==> src/rtl/plic_vector_sequencer_if.sv <==
// Bundle of the PLIC-core, CPU-vector and status signals around one
// plic_vector_sequencer. The master modport is the sequencer's view; the slave
// modport is the view of the environment (the PLIC core plus the CPU).
interface plic_vector_sequencer_if #(
  parameter int SOURCES_BITS = 7,
  parameter int XLEN         = 32
);
  // PLIC core side
  logic                    enable;
  logic                    ireq;
  logic [SOURCES_BITS-1:0] id;
  logic                    claim;
  logic                    complete;
  logic [SOURCES_BITS-1:0] cur_id;
  // CPU side
  logic                    vec_req;
  logic [XLEN-1:0]         vec_addr;
  logic                    vec_ack;
  logic                    eoi;
  // status
  logic                    busy;
  logic [7:0]              spurious_cnt;
  logic                    timeout_err;

  modport master (
    input  enable, ireq, id, vec_ack, eoi,
    output claim, complete, cur_id, vec_req, vec_addr, busy, spurious_cnt, timeout_err
  );

  modport slave (
    output enable, ireq, id, vec_ack, eoi,
    input  claim, complete, cur_id, vec_req, vec_addr, busy, spurious_cnt, timeout_err
  );
endinterface

==> src/rtl/plic_vector_sequencer.sv <==
// Hardware claim/complete sequencer for one hardware-vectored PLIC target.
// Claims the winning ID, requests the vector fetch from the CPU, waits for
// end-of-interrupt and then issues the matching complete.
//
// Optional build macro: PLIC_VECTOR_TIMEOUT_EN
//   defined   : SERVICE is bounded to TIMEOUT cycles; a forced complete pulses
//               timeout_err together with complete.
//   undefined : SERVICE waits for eoi indefinitely, timeout_err is tied low.
//
// state    | meaning
// ---------+---------------------------------------------------------------
// IDLE     | no interrupt in flight; waits for enable & ireq
// CLAIM    | claim pulse to the PLIC core; id latched into cur_id
// VECTOR   | vector request held to the CPU until vec_ack
// SERVICE  | handler running on the CPU; waits for eoi (or timeout)
// COMPLETE | complete pulse to the PLIC core with cur_id
module plic_vector_sequencer #(
  parameter int              SOURCES      = 64,
  parameter int              SOURCES_BITS = $clog2(SOURCES + 1),
  parameter int              XLEN         = 32,
  parameter logic [XLEN-1:0] VECTOR_BASE  = 'h0000_0100,
  parameter int              VECTOR_SHIFT = 2,
  parameter int              TIMEOUT      = 255
) (
  input  logic                    clk,
  input  logic                    rst,
  plic_vector_sequencer_if.master bus
);

  typedef enum logic [2:0] {
    S_IDLE     = 3'd0,
    S_CLAIM    = 3'd1,
    S_VECTOR   = 3'd2,
    S_SERVICE  = 3'd3,
    S_COMPLETE = 3'd4
  } state_t;

  state_t                  state_q, state_d;
  logic [SOURCES_BITS-1:0] cur_id_q, cur_id_d;
  logic [XLEN-1:0]         vec_addr_q, vec_addr_d;
  logic [7:0]              spur_cnt_q, spur_cnt_d;
  logic                    tmo_hit;

`ifdef PLIC_VECTOR_TIMEOUT_EN
  localparam int              TMO_W    = $clog2(TIMEOUT + 1);
  localparam logic [TMO_W-1:0] TMO_LAST = TMO_W'(TIMEOUT - 1);

  logic [TMO_W-1:0] tmo_cnt_q, tmo_cnt_d;
  logic             tmo_err_q, tmo_err_d;

  // Count SERVICE cycles; the counter is parked at zero while the vector is
  // outstanding so it always starts clean on SERVICE entry.
  always_comb begin
    tmo_cnt_d = tmo_cnt_q;
    if (state_q == S_VECTOR) begin
      tmo_cnt_d = '0;
    end else if (state_q == S_SERVICE) begin
      tmo_cnt_d = tmo_cnt_q + 1'b1;
    end
  end

  // eoi on the terminal cycle wins, so a hit needs eoi low.
  assign tmo_hit   = (state_q == S_SERVICE) && !bus.eoi && (tmo_cnt_q == TMO_LAST);
  assign tmo_err_d = tmo_hit;

  // Timeout counter and error flag registers.
  always_ff @(posedge clk or posedge rst) begin
    if (rst) begin
      tmo_cnt_q <= '0;
      tmo_err_q <= 1'b0;
    end else begin
      tmo_cnt_q <= tmo_cnt_d;
      tmo_err_q <= tmo_err_d;
    end
  end

  assign bus.timeout_err = tmo_err_q;
`else
  assign tmo_hit         = 1'b0;
  assign bus.timeout_err = 1'b0;
`endif

  // Next-state and datapath update for the claim/vector/complete sequence.
  always_comb begin
    state_d    = state_q;
    cur_id_d   = cur_id_q;
    vec_addr_d = vec_addr_q;
    spur_cnt_d = spur_cnt_q;

    unique case (state_q)
      S_IDLE: begin
        if (bus.enable && bus.ireq) begin
          state_d = S_CLAIM;
        end
      end

      S_CLAIM: begin
        // The vector address is computed here from the raw id so it is a
        // registered value by the first VECTOR cycle.
        cur_id_d   = bus.id;
        vec_addr_d = VECTOR_BASE + (XLEN'(bus.id) << VECTOR_SHIFT);
        if (bus.id == '0) begin
          if (spur_cnt_q != 8'hFF) begin
            spur_cnt_d = spur_cnt_q + 8'd1;
          end
          state_d = S_IDLE;
        end else begin
          state_d = S_VECTOR;
        end
      end

      S_VECTOR: begin
        if (bus.vec_ack) begin
          state_d = S_SERVICE;
        end
      end

      S_SERVICE: begin
        if (bus.eoi || tmo_hit) begin
          state_d = S_COMPLETE;
        end
      end

      S_COMPLETE: begin
        state_d = S_IDLE;
      end

      default: begin
        state_d = S_IDLE;
      end
    endcase
  end

  // State and datapath registers; reset drops any claimed ID without a complete.
  always_ff @(posedge clk or posedge rst) begin
    if (rst) begin
      state_q    <= S_IDLE;
      cur_id_q   <= '0;
      vec_addr_q <= '0;
      spur_cnt_q <= '0;
    end else begin
      state_q    <= state_d;
      cur_id_q   <= cur_id_d;
      vec_addr_q <= vec_addr_d;
      spur_cnt_q <= spur_cnt_d;
    end
  end

  // All outputs come straight from registered state or registered data.
  assign bus.claim        = (state_q == S_CLAIM);
  assign bus.complete     = (state_q == S_COMPLETE);
  assign bus.vec_req      = (state_q == S_VECTOR);
  assign bus.busy         = (state_q != S_IDLE);
  assign bus.cur_id       = cur_id_q;
  assign bus.vec_addr     = vec_addr_q;
  assign bus.spurious_cnt = spur_cnt_q;

endmodule

==> src/flat_wrapper.sv <==
// flat-port wrapper written by rule: the top's interface ports become plain ports
module plic_vector_sequencer_flat 
#(
  parameter int              SOURCES      = 64,
  parameter int              SOURCES_BITS = $clog2(SOURCES + 1),
  parameter int              XLEN         = 32,
  parameter logic [XLEN-1:0] VECTOR_BASE  = 'h0000_0100,
  parameter int              VECTOR_SHIFT = 2,
  parameter int              TIMEOUT      = 255
)
  (clk, rst, bus_enable, bus_ireq, bus_id, bus_vec_ack, bus_eoi, bus_claim, bus_complete, bus_cur_id, bus_vec_req, bus_vec_addr, bus_busy, bus_spurious_cnt, bus_timeout_err);
  plic_vector_sequencer_if #(.SOURCES_BITS(SOURCES_BITS), .XLEN(XLEN)) bus_i ();
  input  logic clk;
  input  logic rst;
  input wire logic [$bits(bus_i.enable)-1:0] bus_enable;
  input wire logic [$bits(bus_i.ireq)-1:0] bus_ireq;
  input wire logic [$bits(bus_i.id)-1:0] bus_id;
  input wire logic [$bits(bus_i.vec_ack)-1:0] bus_vec_ack;
  input wire logic [$bits(bus_i.eoi)-1:0] bus_eoi;
  output wire logic [$bits(bus_i.claim)-1:0] bus_claim;
  output wire logic [$bits(bus_i.complete)-1:0] bus_complete;
  output wire logic [$bits(bus_i.cur_id)-1:0] bus_cur_id;
  output wire logic [$bits(bus_i.vec_req)-1:0] bus_vec_req;
  output wire logic [$bits(bus_i.vec_addr)-1:0] bus_vec_addr;
  output wire logic [$bits(bus_i.busy)-1:0] bus_busy;
  output wire logic [$bits(bus_i.spurious_cnt)-1:0] bus_spurious_cnt;
  output wire logic [$bits(bus_i.timeout_err)-1:0] bus_timeout_err;
  assign bus_i.enable = bus_enable;
  assign bus_i.ireq = bus_ireq;
  assign bus_i.id = bus_id;
  assign bus_i.vec_ack = bus_vec_ack;
  assign bus_i.eoi = bus_eoi;
  assign bus_claim = bus_i.claim;
  assign bus_complete = bus_i.complete;
  assign bus_cur_id = bus_i.cur_id;
  assign bus_vec_req = bus_i.vec_req;
  assign bus_vec_addr = bus_i.vec_addr;
  assign bus_busy = bus_i.busy;
  assign bus_spurious_cnt = bus_i.spurious_cnt;
  assign bus_timeout_err = bus_i.timeout_err;
  plic_vector_sequencer #(.SOURCES(SOURCES), .SOURCES_BITS(SOURCES_BITS), .XLEN(XLEN), .VECTOR_BASE(VECTOR_BASE), .VECTOR_SHIFT(VECTOR_SHIFT), .TIMEOUT(TIMEOUT)) u_core (.clk(clk), .rst(rst), .bus(bus_i));
endmodule
==> config.mk <==
export PLATFORM = sky130hd
export DESIGN_NAME = plic_vector_sequencer_flat
export DESIGN_NICKNAME = d
export VERILOG_FILES = /design/src/rtl/plic_vector_sequencer_if.sv /design/src/rtl/plic_vector_sequencer.sv /design/src/flat_wrapper.sv
export SDC_FILE = /design/constraint.sdc
export NUM_CORES = 1
export LEC_CHECK = 0
export BUFFER_PORTS_ARGS = -buffer_cell sky130_fd_sc_hd__buf_2
export CORE_MARGIN = 4
export CORE_UTILIZATION = 46
export CTS_CLUSTER_SIZE = 14
export DETAILED_ROUTE_END_ITERATION = 10
export GPL_TIMING_DRIVEN = 0
export PLACE_DENSITY = 0.84
export SETUP_SLACK_MARGIN = 0.02
export SLEW_MARGIN = 10
export SYNTH_ARGS = -nofsm -noshare
export SYNTH_HDL_FRONTEND = slang
export SYNTH_SLANG_ARGS = --single-unit
==> constraint.sdc <==
create_clock -name clk -period 4.55 [get_ports clk]
set_clock_uncertainty 0.2 [all_clocks]
set_input_delay 0.455 -clock clk [delete_from_list [all_inputs] [get_ports clk]]
set_output_delay 0.455 -clock clk [all_outputs]
set_load 0.01 [all_outputs]
Word-level counts from Yosys, hierarchy flattened
Index checks and enable logic that the tools add are counted.
{"block": "word_totals", "elab_cells": 25, "output_inout_bits": 52, "regBits": 50, "inputBits": 13}
{"block": "classes", "eq_ne": 8, "addsub": 2, "n_reduce_logical": 6, "n_mux": 5}
{"cell": "3-bit case mux with 4 select lines", "n": 1}
{"cell": "9-bit by 9-bit adder with 10-bit output, first input constant", "n": 1}
{"cell": "3-bit two-way mux", "n": 3}
{"cell": "8-bit by 1-bit adder with 8-bit output, second input constant", "n": 1}
{"cell": "8-bit != test, second input constant", "n": 1}
{"cell": "7-bit logical NOT", "n": 1}
{"cell": "3-bit by 2-bit == test with 1-bit output, second input constant", "n": 2}
{"cell": "3-bit AND reduction", "n": 2}
{"cell": "2-bit != test, second input constant", "n": 2}
{"cell": "3-bit by 1-bit == test with 1-bit output, second input constant", "n": 1}
{"cell": "3-bit == test, second input constant", "n": 1}
{"cell": "3-bit logical NOT", "n": 1}
{"cell": "3-bit nonzero test", "n": 1}
{"cell": "2-bit two-way mux", "n": 1}
{"cell": "2-bit by 1-bit != test with 1-bit output, second input constant", "n": 1}
{"cell": "1-bit logical AND", "n": 1}

Longest topological paths before layout
{"block": "logic_depth", "word_depth": 3, "ltp_mapped": 5}

Least setup slack after synthesis
OpenSTA, ideal clock, no wires.
{"block": "synth_path", "path_kind": "register to register", "from": "reg u_core.spur_cnt_q[0] (netlist: u_core.bus.spurious_cnt[0])", "to": "reg u_core.spur_cnt_q[1] (netlist: u_core.bus.spurious_cnt[1])", "setup_ns": 0.128, "required_ns": 4.222, "t_arrival_ns": 1.665, "stages_incl_launch_ff": 6, "path_buffers": 0, "slack_ns": 2.557, "cell_sequence": "dfrtp_1 -> ha_1 -> and4_1 -> and4_1 -> nor2_1 -> mux2_1"}
{"block": "synth_via", "elab_chain_len": 2}
{"element": "from (decl)", "line": "plic_vector_sequencer.sv:41", "text": "logic [7:0] spur_cnt_q, spur_cnt_d;"}
{"element": "from (signal assigned)", "line": "plic_vector_sequencer.sv:145", "text": "spur_cnt_q <= spur_cnt_d;"}
{"element": "branches (longest 2 deep; another with 8-bit by 1-bit adder with 8-bit output)"}
Parallel ways; which one is timed is not known.
A chain may end at the register's enable or synchronous reset.

Worst setup path in the final report
Ends and elaborated chain as after synthesis.

==> qor.yml <==
run_status:
  status: "finished, final reports clean"
grt:
  antenna_found_initial: 0
  first_global_vias: 771
  grt_pass1_wl_um: 3300
  grt_remaining_overflow: 0
  grtUsageTotal: 0.129
  grt_max_degree: 20
pwr:
  ir_worst_vdd_v: 0.000268
  leakage_nw: 0.842
  power_density_nw_per_um2: 448
  power.total_uw: 657
synth:
  yosysTopAreaCellShare: 0.425
  synth_top_cells_by_area: "dfrtp_1 42%, buf_4 22%, mux2_2 7.0%, a21oi_1 2.7%, nor2_1 2.3%"
  synthTopCellsByCount: "33 x buf_4, 19 x dfrtp_1, 7 x mux2_2, 7 x nor2_1, 6 x a21oi_1"
  yosys_most_used_dff: "dfrtp_1"
  synth.yosys.seq_area_share: 0.425
  ys_types: 29
  ys_warn_count: 0
  synth_area_leader_cell: "dfrtp_1"
  synthArstFlopShare: 1.00
  netlist_instances: 107
  ys_ff_latch: 19
  synth_edf_count: 0
  syn_area_per_cell_um2: 10.5
  synth_most_common_cell: "buf_4"
  syn_area_um2: 1120
sta:
  period_share: 0.467
  relSlewSlack: 0.536
  final-max-slew-violation-count: 0
  setup_ws_ns: 2.43
  setup_violations: 0
  setup_tns_ns: 0
  max_freq_mhz: 471
  finalHoldViolCount: 0
  min_period_ns: 2.12
  fin_hold_ws_ns: 0.0455
  rsz0062_at_grt: "no"
  worst_pin_slew_ns: 0.695
worst_setup_path:
  reg2reg_depth: 5
  r2r_slack_ns: 2.43
  cp-end-kind: "flop"
  arrival_ns: 2.11
  critical_path_class: "flop to flop"
  cp_top_family: "simple AND/OR/NAND/NOR gates"
  crit_path_start: "u_core.bus.spurious_cnt[0]"
  crit_top_cell: "and4_1"
  reg2reg_from: "u_core.bus.spurious_cnt[0]"
  path_max_fanout: 5
  start_kind: "flop"
  cp_cell_sequence: "ha_1 > and4_1 > and4_1 > nor2_1 > mux2_1"
  path_buf_inv: 0
  crit_slowest_cell: "dfrtp_1"
  path_depth: 5
  critPathMaxStageDelay_ns: 0.44
  worstPathRequired_ns: 4.54
worst_hold_path:
  hold_class: "input pin to asynchronous set/reset pin"
job:
  maxCapViolations: 0
place:
  dp_slack_ns: 2.45
  hpwl_um: 1760
  io_buffers: 39
  place.gp.congestion: 0.810
detailed_routing:
  drt_pass1_iterations: 4
  wl_um: 2140
  drt-initial-drc-count: 24
  viasPerCell: 4.36
  dr_total_vias: 880
  antenna_left: 0
  wl_per_cell_um: 10.6
  drc: 0
clock_network:
  postCtsSetupRepairBufs: 0
  clock-root-buffer: "clkbuf_4"
  clk_pin_slew_ns: 0.11
  htree_levels: 1
  insertion_delay_ns: 0.30
  ctsLongestPathBuffers: 2
  ctsResizeCount: 0
  hold_buffers: 0
  clock_sinks: 19
  cts_buffers: 3
  cts_tree: "done"
final_layout:
  fill_cells: 181
  areaGrowthSynthToFinish_pct: 31.1
  nNetsFinal: 189
  final_util: 0.651
  drive_gt1_frac: 0.500
  diodes: 0
die:
  core_um2: 2250
  rows: 17
  start_util: 0.497
  die-height_um: 57.3
  io-pin-count: 65
  die_w_um: 57.3
  dieArea_um2: 3290
==> power by group <==
group	switching (mW)	internal (mW)
registers	0.0428	0.217
logic	0.140	0.171
clock network	0.0527	0.0328
total	0.236	0.421
==> final timing paths <==
path	to
setup / recovery	u_core.bus.spurious_cnt[1]
hold / removal	u_core.bus.cur_id[1]
setup reg to reg	u_core.bus.spurious_cnt[1]
hold reg to reg	u_core.state_q[1]
max in group asynchronous	u_core.bus.spurious_cnt[3]
min in group clk	u_core.bus.vec_addr[8]
==> area by class of cell <==
cell class / count / area [um^2] / share of cell area
multi-input combinational: 77 / 478 / 0.326
sequential: 19 / 475 / 0.324
buffer: 34 / 253 / 0.172
timing repair buffer: 39 / 195 / 0.133
tap: 28 / 35.0 / 0.0239
clock buffer: 3 / 22.5 / 0.0153
clock inverter: 1 / 5.00 / 0.00341
inverter: 1 / 3.75 / 0.00256
==> routing by layer <==
metal / share of wire / track usage
met5: 0 / 0
met4: 0.011 / 0.0497
met3: 0.13 / 0.0566
met2: 0.48 / 0.223
met1: 0.38 / 0.139
==> cells in the final DEF, fill, tap and decap left out, types with 2 or more instances in the layout <==
master and count:
nand2b_1 3, a21oi_1 6, buf_4 33, and4_1 2, conb_1 25, nand2_1 2
xor2_1 2, mux2_2 7, a41oi_1 2, nor2_1 7, clkbuf_4 3, nand3_1 4
buf_2 40, dfrtp_1 19, nor3_1 2, a31oi_1 2
==> worst reg2reg max path, stage by stage, from the launching register on <==
cell	delay, ns
dfrtp_1	0.44
ha_1	0.26
and4_1	0.25
and4_1	0.23
nor2_1	0.28
mux2_1	0.35
==> registers in the layout, indices dropped and copies added (netlist names) <==
name,cells
u_core.bus.spurious_cnt,8
u_core.bus.cur_id,6
u_core.state_q,3
u_core.bus.vec_addr,2
==> kinds of logic (layout without fill, tap and decap cells) <==
family / Yosys count / after routing / synth area share
compound gates: 11 / 11 / 0.0603
simple gates: 28 / 28 / 0.154
mux: 9 / 9 / 0.0939
other cells: 1 / 25 / 0.00335
buf+inv: 35 / 78 / 0.229
xor+xnor: 3 / 3 / 0.0235
flops: 19 / 19 / 0.425
fa+ha+maj: 1 / 1 / 0.0112
==> per-stage QoR <==
stage / area (um^2) / cells
after floorplan: 1210 / 131
after global placement: 1440 / 198
after detailed placement: 1440 / 198
after CTS: 1470 / 202
after global routing: 1470 / 202
final: 1470 / 202
Note: power is estimated with default switching activity, not from simulation.
